## config.mk

```make
export PLATFORM = sky130hd
export DESIGN_NAME = seg14_scan_decoder
export DESIGN_NICKNAME = d
export VERILOG_FILES = /design/src/rtl/seg14_scan_decoder.sv
export SDC_FILE = /design/constraint.sdc
export NUM_CORES = 1
export LEC_CHECK = 0
export ABC_AREA = 1
export CAP_MARGIN = 20
export CORE_ASPECT_RATIO = 1.1
export CORE_MARGIN = 10
export CORE_UTILIZATION = 59
export DETAILED_ROUTE_END_ITERATION = 6
export HOLD_SLACK_MARGIN = 0.03
export PLACE_DENSITY_LB_ADDON = 0.08
export SYNTH_ARGS = -nofsm -noshare
export SYNTH_HDL_FRONTEND = slang
export SYNTH_SLANG_ARGS = --single-unit
```

## constraint.sdc

```tcl
create_clock -name clk -period 9 [get_ports clk]
set_clock_uncertainty 0.2 [all_clocks]
set_input_delay 2.7 -clock clk [delete_from_list [all_inputs] [get_ports clk]]
set_output_delay 2.7 -clock clk [all_outputs]
set_load 0.02 [all_outputs]
```

## src/rtl/seg14_scan_decoder.sv

```systemverilog
// rtl/seg14_scan_decoder.sv - 14-segment scan decoder with shadow/visible character banks
module seg14_scan_decoder (
  input  logic        clk,
  input  logic        rst,
  input  logic [11:0] sel,
  input  logic [13:0] segm,
  input  logic        clear,
  input  logic [3:0]  rd_idx,
  output logic [4:0]  rd_char,
  output logic        frame_valid,
  output logic        frame_done,
  output logic        err_sel,
  output logic        err_seq,
  output logic        err_pat
);

  localparam logic HUNT    = 1'b0;
  localparam logic CAPTURE = 1'b1;

  logic [11:0] sel_q;
  logic [13:0] segm_q;
  logic        state;
  logic [3:0]  e;
  logic [3:0]  l;
  logic [4:0]  shadow  [12];
  logic [4:0]  visible [12];

  logic [4:0]  code;
  logic        pat_bad;
  logic [3:0]  idx;
  logic        sel_any;
  logic        sel_multi;
  logic [4:0]  rd_next;

  always_comb begin
    pat_bad = 1'b0;
    case (segm_q)
      14'b00000000000000: code = 5'd0;
      14'b11101111000000: code = 5'd1;
      14'b10011110000000: code = 5'd2;
      14'b10111101000000: code = 5'd3;
      14'b01101111000000: code = 5'd4;
      14'b10010000010010: code = 5'd5;
      14'b01101100101000: code = 5'd6;
      14'b11111100000000: code = 5'd7;
      14'b10110111000000: code = 5'd8;
      14'b10000000010010: code = 5'd9;
      default: begin
        code    = 5'd31;
        pat_bad = 1'b1;
      end
    endcase
  end

  // Index is only meaningful when sel_q is one-hot; sel_multi gates it otherwise.
  always_comb begin
    idx = 4'd0;
    for (int k = 0; k < 12; k++)
      if (sel_q[k]) idx = 4'(k);
  end

  assign sel_any   = |sel_q;
  assign sel_multi = |(sel_q & (sel_q - 12'd1));

  always_comb begin
    rd_next = 5'd0;
    for (int k = 0; k < 12; k++)
      if (rd_idx == 4'(k)) rd_next = visible[k];
  end

  always_ff @(posedge clk) begin
    if (rst) begin
      sel_q       <= '0;
      segm_q      <= '0;
      state       <= HUNT;
      e           <= 4'd0;
      l           <= 4'd0;
      rd_char     <= 5'd0;
      frame_valid <= 1'b0;
      frame_done  <= 1'b0;
      err_sel     <= 1'b0;
      err_seq     <= 1'b0;
      err_pat     <= 1'b0;
      for (int k = 0; k < 12; k++) begin
        shadow[k]  <= 5'd0;
        visible[k] <= 5'd0;
      end
    end else begin
      sel_q      <= sel;
      segm_q     <= segm;
      frame_done <= 1'b0;
      rd_char    <= rd_next;

      // Clear first so a coinciding error event below still wins.
      if (clear) begin
        err_sel <= 1'b0;
        err_seq <= 1'b0;
        err_pat <= 1'b0;
      end

      if (sel_any && sel_multi) begin
        err_sel <= 1'b1;
        state   <= HUNT;
        e       <= 4'd0;
      end else if (sel_any) begin
        if (state == HUNT) begin
          if (idx == 4'd0) begin
            shadow[0] <= code;
            if (pat_bad) err_pat <= 1'b1;
            e     <= 4'd1;
            l     <= 4'd0;
            state <= CAPTURE;
          end
        end else if (idx == e) begin
          shadow[e] <= code;
          l         <= e;
          if (pat_bad) err_pat <= 1'b1;
          if (e == 4'd11) begin
            // Last digit bypasses the shadow so the whole frame lands in one edge.
            for (int k = 0; k < 12; k++)
              visible[k] <= (k == 11) ? code : shadow[k];
            frame_valid <= 1'b1;
            frame_done  <= 1'b1;
            e           <= 4'd0;
          end else begin
            e <= e + 4'd1;
          end
        end else if (idx == l) begin
          shadow[l] <= code;
          if (pat_bad) err_pat <= 1'b1;
        end else begin
          err_seq <= 1'b1;
          state   <= HUNT;
          e       <= 4'd0;
        end
      end
    end
  end

endmodule

```

==> results_tabular.tex, run 1 <==
\begin{tabular}{lr}
\hline
Metric & Value \\
\hline
\multicolumn{2}{l}{\textbf{Die}} \\
Die outline area & 16,700 um2 \\
Core region area & 11,600 um2 \\
Number of placed I/O pins & 43 \\
Initial Util & 0.609 \\
Number of placement rows & 41 \\
Die extent in x & 124 um \\
Die extent in y & 135 um \\
\multicolumn{2}{l}{\textbf{Detailed routing}} \\
Wire length on met2 & 6.85 mm \\
Detailed Routing Iterations Pass 1 & 5 \\
Detailed-route wire length on metal 1 & 6.05 mm \\
Vias post-DR & 5,013 \\
WL met3 & 744 um \\
Average routed wire per standard cell & 14.3 um \\
Number of DRC violations after detailed routing & 0 \\
Via count normalized by instance count & 5.13 \\
Top layer reached by signal wires & met4 \\
DRT iter0 DRCs & 395 \\
Post-route ant nets & 0 \\
Routed Wire Length & 13.9 mm \\
\multicolumn{2}{l}{\textbf{Global routing}} \\
Total congestion overflow & 0 \\
Antenna violations before repair & 0 \\
Via count of the first global-routing pass & 4,918 \\
Largest net degree at the start of global routing & 61 \\
GR Util All Layers & 0.170 \\
Wire length of the first global-routing pass & 23.1 mm \\
\multicolumn{2}{l}{\textbf{Placement}} \\
Total cell area at the placement stage & 7630 um2 \\
Detailed placement HPWL & 9.86 mm \\
Count of input and output buffers & 42 \\
Post-placement setup slack & 2.85 ns \\
Final GP Congestion & 0.919 \\
\multicolumn{2}{l}{\textbf{Power and ir drop}} \\
Peak supply drop & 0.140 mV \\
Pwr Total & 1.59 mW \\
Power density normalized to cell area & 193 nW/um2 \\
Cell leakage power & 3.64 nW \\
\multicolumn{2}{l}{\textbf{CTS}} \\
Number of buffers added to fix hold violations after cts & 0 \\
CTS HTree Levels & 4 \\
Clock latency on the worst-skew pair & 0.42 ns \\
CTS Sinks & 160 \\
Number of buffers on the longest clock path & 2 \\
Cell at the root of the clock tree & clkbuf\_16 \\
Number of setup buffers added after CTS & 0 \\
Clk pin slew, worst setup/hold paths & 0.07 ns \\
Post-CTS sizing & 0 \\
CTS buffer count & 17 \\
Clock tree from TritonCTS & built \\
\multicolumn{2}{l}{\textbf{Final layout}} \\
Final Cell Area & 8210 um2 \\
Register area & 4350 um2 \\
Fraction of layout instances using a drive strength above 1 & 0.0859 \\
ANT cells & 0 \\
Final-layout fill cell count & 914 \\
Synthesis-to-finish area growth & 16.3\% \\
Nets & 848 \\
Multi-input gate area in the final layout & 2120 um2 \\
\multicolumn{2}{l}{\textbf{Min path}} \\
Endpoint of the worst hold path & frame\_valid\$\_SDFFE\_PP0P\_ \\
Path type of the worst min-delay path & flip-flop to flip-flop \\
Worst Hold Depth & 2 \\
Worst min-delay path startpoint & frame\_valid\$\_SDFFE\_PP0P\_ \\
\multicolumn{2}{l}{\textbf{STA}} \\
Final total negative setup slack & 0 ns \\
Worst slew pin tran & 1.08 ns \\
Crit path time final & 5.44 ns \\
RSZ-0062 raised after global routing & no \\
Final Hold Fails & 0 \\
Final critical-path setup slack & 3.56 ns \\
Peak clock frequency supported by timing & 0.184 GHz \\
Setup violators final & 0 \\
Final count of pins violating max slew & 0 \\
Final critical-path share of the clock period & 0.605 \\
Normalized max-slew margin & 0.279 \\
\multicolumn{2}{l}{\textbf{Worst setup path}} \\
R2R Setup Slk & 5.77 ns \\
CP Data Arrival Time & 5.34 ns \\
RR Endpoint & shadow[1][0]\$\_SDFFCE\_PN0P\_ \\
Worst Setup Start Kind & input pin \\
Reg2Reg Launch Point & segm\_q[13]\$\_SDFF\_PP0\_ \\
Worst Reg2Reg Path Length in Cells & 13 \\
Peak fanout along the critical path & 41 \\
CP startpoint & rst \\
Crit. End Element & flip-flop \\
Critical path data required time & 8.90 ns \\
Category of the most critical setup path & input pin to flip-flop \\
\multicolumn{2}{l}{\textbf{Synth}} \\
Post-synthesis instance total & 766 \\
Share of synthesized area occupied by flip-flops and latches & 0.617 \\
Average cell area after synthesis & 9.21 um2 \\
Synth cell types & 40 \\
Count of state elements after synthesis & 160 \\
Synthesized net count & 800 \\
Number of warnings issued by yosys & 0 \\
Post-synthesis instance area & 7060 um2 \\
\multicolumn{2}{l}{\textbf{Run status}} \\
Run status & finished, final reports clean \\
\multicolumn{2}{l}{\textbf{Flow run}} \\
Number of violations of the max-capacitance limit & 0 \\
\hline
\end{tabular}
-- area by class of cell --
cell class	instances	area share
clock buffer	19	0.0540
sequential	160	0.531
timing repair buffer	46	0.0564
tap	150	0.0229
inverter	144	0.0659
clock inverter	13	0.0124
multi-input combinational	445	0.258
-- worst max-delay path by stage --
stage,to,slack [ns],cells after the start
finish,shadow[7][2]$_SDFFCE_PN0P_,3.56,11
global route,shadow[3][2]$_SDFFCE_PN0P_,3.27,11
CTS,visible[0][4]$_SDFFCE_PN0P_,3.31,7
detailed placement,visible[0][4]$_SDFFCE_PN0P_,2.85,7
global placement,visible[1][18]$_SDFFCE_PN0P_,3.03,7
floorplan,visible[0][0]$_SDFFCE_PN0P_,2.45,11
-- stage by stage --
step | cells | util | hold WS [ns]
3_3_place_gp | 943 | 0.658 | 0.267
2_1_floorplan | 766 | - | 0.245
3_5_place_dp | 943 | 0.658 | 0.275
5_1_grt | 977 | 0.708 | 0.294
4_1_cts | 975 | 0.705 | 0.284
6_report | 977 | 0.708 | 0.289
-- critical path: stages --
cell             delay [ns]
clkdlybuf4s50_1        0.39
buf_4                  0.26
inv_1                  0.68
nand3_4                0.25
nor2_8                 0.20
nand4_1                0.14
nand2_2                0.16
nand2_1                0.08
clkinv_1               0.07
nand2_1                0.17
nand2_1                0.23
-- layer usage --
| layer | vias to the layer above | GRT usage |
|---|---|---|
| li1 | 2559 | - |
| met1 | 2278 | 0.198 |
| met2 | 148 | 0.291 |
| met3 | 28 | 0.0482 |
| met4 | 0 | 0.0687 |
| met5 | - | 0 |
-- sequential cells by signal (all words and copies together) (netlist names), 4 cells and up --
signal	cells
sel_q	12
shadow	55
rd_char	5
segm_q	14
visible	60
l	4
e	4
-- layout by cell type, fill, tap and decap left out, types with 2 or more instances in the layout --
cell type,instances
nor2_1,180
o31ai_1,2
o211ai_1,2
nor3_1,9
a21oi_1,17
inv_1,137
nor4_1,3
clkinv_2,2
nand2_1,107
inv_2,6
clkbuf_16,17
clkdlybuf4s50_1,42
nand3_1,45
nand3_2,5
clkinvlp_4,4
nor3_2,2
a211oi_1,5
nand4_1,17
a221oi_1,2
nor2_4,3
edfxtp_1,115
nand3_4,2
xor2_1,3
nor2_2,3
nand3b_1,2
o21ai_0,15
dfxtp_1,45
nand2_2,8
inv_6,6
buf_4,3
-- synth_stat cells (all sizes together) --
library cell	number	share of area
dfxtp	45	0.13
clkbuf	12	0.0064
xor2	3	0.0037
edfxtp	115	0.49
or2	2	0.0018
nor3	11	0.0085
nand4	18	0.017
nor4	4	0.0044
a211oi	6	0.0082
nand2	115	0.064
nand3b	2	0.0021
o2111ai	1	0.0012
and3	1	0.00089
nor2	187	0.11
o31ai	3	0.0032
a221oi	2	0.0025
clkinv	1	0.00053
inv	143	0.076
a21oi	17	0.012
ha	1	0.0018
nand3	52	0.043
o211ai	2	0.0021
o21ai	17	0.013
o32ai	1	0.0012
buf	5	0.0034
-- report_power, final --
| part | switching (mW) | internal [mW] | leakage, nW |
|---|---|---|---|
| clock | 0.297 | 0.364 | 0.258 |
| combinational | 0.0617 | 0.0361 | 1.84 |
| sequential | 0.0106 | 0.816 | 1.54 |
-- kinds of logic after synthesis --
logic type | count (synthesis) | synth area share
compound gates | 49 | 0.0431
xor+xnor | 3 | 0.00372
fa+ha+maj | 1 | 0.00177
buf+inv | 161 | 0.0864
flops | 160 | 0.617
simple gates | 392 | 0.248
Note: power is estimated with default switching activity, not from simulation.
==> run 2, diff against run 1 <==
==> constraint.sdc (replaced) <==
create_clock -name clk -period 5.09 [get_ports clk]
set_clock_uncertainty 0.2 [all_clocks]
set_input_delay 1.527 -clock clk [delete_from_list [all_inputs] [get_ports clk]]
set_output_delay 1.527 -clock clk [all_outputs]
set_load 0.02 [all_outputs]
==> run 2 against run 1 <==
  * Sequential cell count did not move
  * Largest cell class unchanged
  * Count of clock-buffer cells in the layout down 1
  * Total power grew 78%
==> results_tabular.tex, run 2 (synthesis gave the netlist of run 1 again) <==
\begin{tabular}{lr}
\hline
Metric & Value \\
\hline
\multicolumn{2}{l}{\textbf{Run status}} \\
Run status & finished, final reports clean \\
\multicolumn{2}{l}{\textbf{Die}} \\
Die extent in y & 135 um (unchanged) \\
Number of placement rows & 41 (unchanged) \\
Number of placed I/O pins & 43 (unchanged) \\
Initial Util & 0.609 (unchanged) \\
Die outline area & 16,700 um2 (unchanged) \\
Die extent in x & 124 um (unchanged) \\
Core region area & 11,600 um2 (unchanged) \\
\multicolumn{2}{l}{\textbf{Final layout}} \\
Final Cell Area & 8240 um2 (+0.38\%) \\
ANT cells & 0 (unchanged) \\
Register name with the most flops & visible \\
Largest register FFs & 60 (unchanged) \\
Nets & 849 (+0.12\%) \\
Synthesis-to-finish area growth & 16.7\% \\
Registers with the most flip-flops & visible x60, shadow x55, segm\_q x14 \\
Final core utilization & 0.710 (+0.00270) \\
Fin cells & 978 (+0.10\%) \\
Commonest non-fill, non-tap cells in the layout & nor2\_1, inv\_1, edfxtp\_1, nand2\_1 \\
Fraction of layout instances using a drive strength above 1 & 0.0870 (+0.00110) \\
Commonest non-fill, non-tap cell in the layout & nor2\_1 \\
\multicolumn{2}{l}{\textbf{Worst setup path}} \\
Reg2Reg Launch Point & segm\_q[13]\$\_SDFF\_PP0\_ \\
Critical path data required time & 5.24 ns (-3.66 ns) \\
CP most frequent cell & nor2\_1 \\
Cell class contributing the biggest share of worst-path delay & simple AND/OR/NAND/NOR gates \\
Category of the most critical setup path & input pin to flip-flop \\
Peak fanout along the critical path & 11 (-73\%) \\
Crit-path max cell delay & 0.55 ns (-0.13 ns) \\
Cell breakdown of the critical path & clkdlybuf4s50\_1, nor2\_1, inv\_1, nor2\_1, nand2\_1, and3\_1, nand4\_1, o21ai\_0, nand2\_1, a21oi\_1, nand4\_1, a21oi\_1, nor2\_1 \\
Slowest library cell on the worst path & nor2\_1 \\
CP Data Arrival Time & 3.73 ns (-1.61 ns) \\
R2R Setup Slk & 1.89 ns (-3.88 ns) \\
Sum of buffers and inverters on the critical path & 2 (-2) \\
CP startpoint & rd\_idx[2] \\
Worst Setup Start Kind & input pin \\
Crit. End Element & flip-flop \\
\multicolumn{2}{l}{\textbf{STA}} \\
Final count of pins violating max slew & 0 (unchanged) \\
Worst slew pin tran & 1.04 ns (-0.0326 ns) \\
Normalized max-slew margin & 0.301 (+0.0219) \\
Setup violators final & 0 (unchanged) \\
Crit path time final & 3.58 ns \\
Final Hold Fails & 0 (unchanged) \\
RSZ-0062 raised after global routing & no \\
Peak clock frequency supported by timing & 0.280 GHz \\
Final total negative setup slack & 0 ns (unchanged) \\
Hold\_ws & 0.259 ns (-0.0294 ns) \\
Final critical-path share of the clock period & 0.703 \\
\multicolumn{2}{l}{\textbf{CTS}} \\
Clock latency on the worst-skew pair & 0.41 ns (about the same) \\
Number of buffers on the longest clock path & 2 (unchanged) \\
Clock tree from TritonCTS & built \\
Clk pin slew, worst setup/hold paths & 0.07 ns (about the same) \\
CTS buffer count & 17 (unchanged) \\
CTS Sinks & 160 (unchanged) \\
Number of setup buffers added after CTS & 0 (unchanged) \\
CTS HTree Levels & 4 (unchanged) \\
Number of buffers added to fix hold violations after cts & 0 (unchanged) \\
Post-CTS sizing & 0 (unchanged) \\
Cell at the root of the clock tree & clkbuf\_16 \\
\multicolumn{2}{l}{\textbf{Power and ir drop}} \\
Cell leakage power & 3.66 nW (+0.47\%) \\
Power density normalized to cell area & 344 nW/um2 (+78\%) \\
Peak supply drop & 0.216 mV (+54\%) \\
\multicolumn{2}{l}{\textbf{Detailed routing}} \\
Post-route ant nets & 0 (unchanged) \\
Detailed Routing Iterations Pass 1 & 5 (unchanged) \\
Via count normalized by instance count & 5.13 (about the same) \\
Average routed wire per standard cell & 14.4 um (+1.2\%) \\
Routed Wire Length & 14.1 mm (+1.3\%) \\
Vias post-DR & 5,017 (+0.080\%) \\
Number of DRC violations after detailed routing & 0 (unchanged) \\
DRT iter0 DRCs & 438 (+11\%) \\
\multicolumn{2}{l}{\textbf{Global routing}} \\
Via count of the first global-routing pass & 4,981 (+1.3\%) \\
GR Util All Layers & 0.173 (+0.00271) \\
Wire length of the first global-routing pass & 23.6 mm (+2.0\%) \\
Antenna violations before repair & 0 (unchanged) \\
Largest net degree at the start of global routing & 61 (unchanged) \\
Total congestion overflow & 0 (unchanged) \\
\multicolumn{2}{l}{\textbf{Placement}} \\
Total cell area at the placement stage & 7650 um2 (+0.25\%) \\
Final GP Congestion & 0.884 (-3.9\%) \\
Cell count after placement & 945 (+0.21\%) \\
Count of input and output buffers & 42 (unchanged) \\
Detailed placement HPWL & 10.1 mm (+2.3\%) \\
\multicolumn{2}{l}{\textbf{Flow run}} \\
Number of violations of the max-capacitance limit & 0 (unchanged) \\
\multicolumn{2}{l}{\textbf{Min path}} \\
Worst min-delay path startpoint & frame\_valid\$\_SDFFE\_PP0P\_ \\
Path type of the worst min-delay path & flip-flop to flip-flop \\
\hline
\end{tabular}
[run 2: cell count changes in the layout (fill, tap and decap cells not counted)]
cell	previous run	this run
clkbuf_8	1	0
clkinvlp_4	4	3
clkinv_4	1	4
inv_6	6	3
buf_6	0	1
inv_8	0	1
bufinv_16	0	1
[run 2: layout make-up]
class                      count  area, um2
clock inverter                14        135
inverter                     144        541
fill                         908       3360
sequential                   160       4350
multi-input combinational    445       2120
clock buffer                  18        429
timing repair buffer          47        474
tap                          150        188
[run 2: stage by stage]
stage / power, mW / worst slack [ns]
finish: 2.83 / 1.51
global route: 2.94 / 1.27
CTS: 2.85 / 1.53
detailed placement: 1.66 / 1.09
global placement: 1.66 / 1.16
floorplan: 1.60 / 0.413
[run 2: final timing paths]
kind | to | cells after the start
worst max-delay path | rd_char[4]$_SDFF_PP0_ | 13
worst min-delay path | frame_valid$_SDFFE_PP0P_ | 2
worst max register to register | shadow[2][0]$_SDFFCE_PN0P_ | 13
worst min register to register | frame_valid$_SDFFE_PP0P_ | 2
[run 2: routing by layer]
metal / wire, um / vias up / track usage
met4: 294 / 0 / 0.0745
li1: - / 2559 / -
met2: 7080 / 152 / 0.299
met1: 6030 / 2282 / 0.198
met5: 0 / - / 0
met3: 716 / 24 / 0.0482
[run 2: power by group]
group | internal [mW] | switching (mW)
registers | 1.44 | 0.0201
clock network | 0.681 | 0.513
logic | 0.0644 | 0.109
total | 2.19 | 0.642
[run 2: tightest hold or removal path, stage by stage (launching register included)]
cell and delay (ns):
dfxtp_1 0.31, nand2_1 0.06, nand2_1 0.05
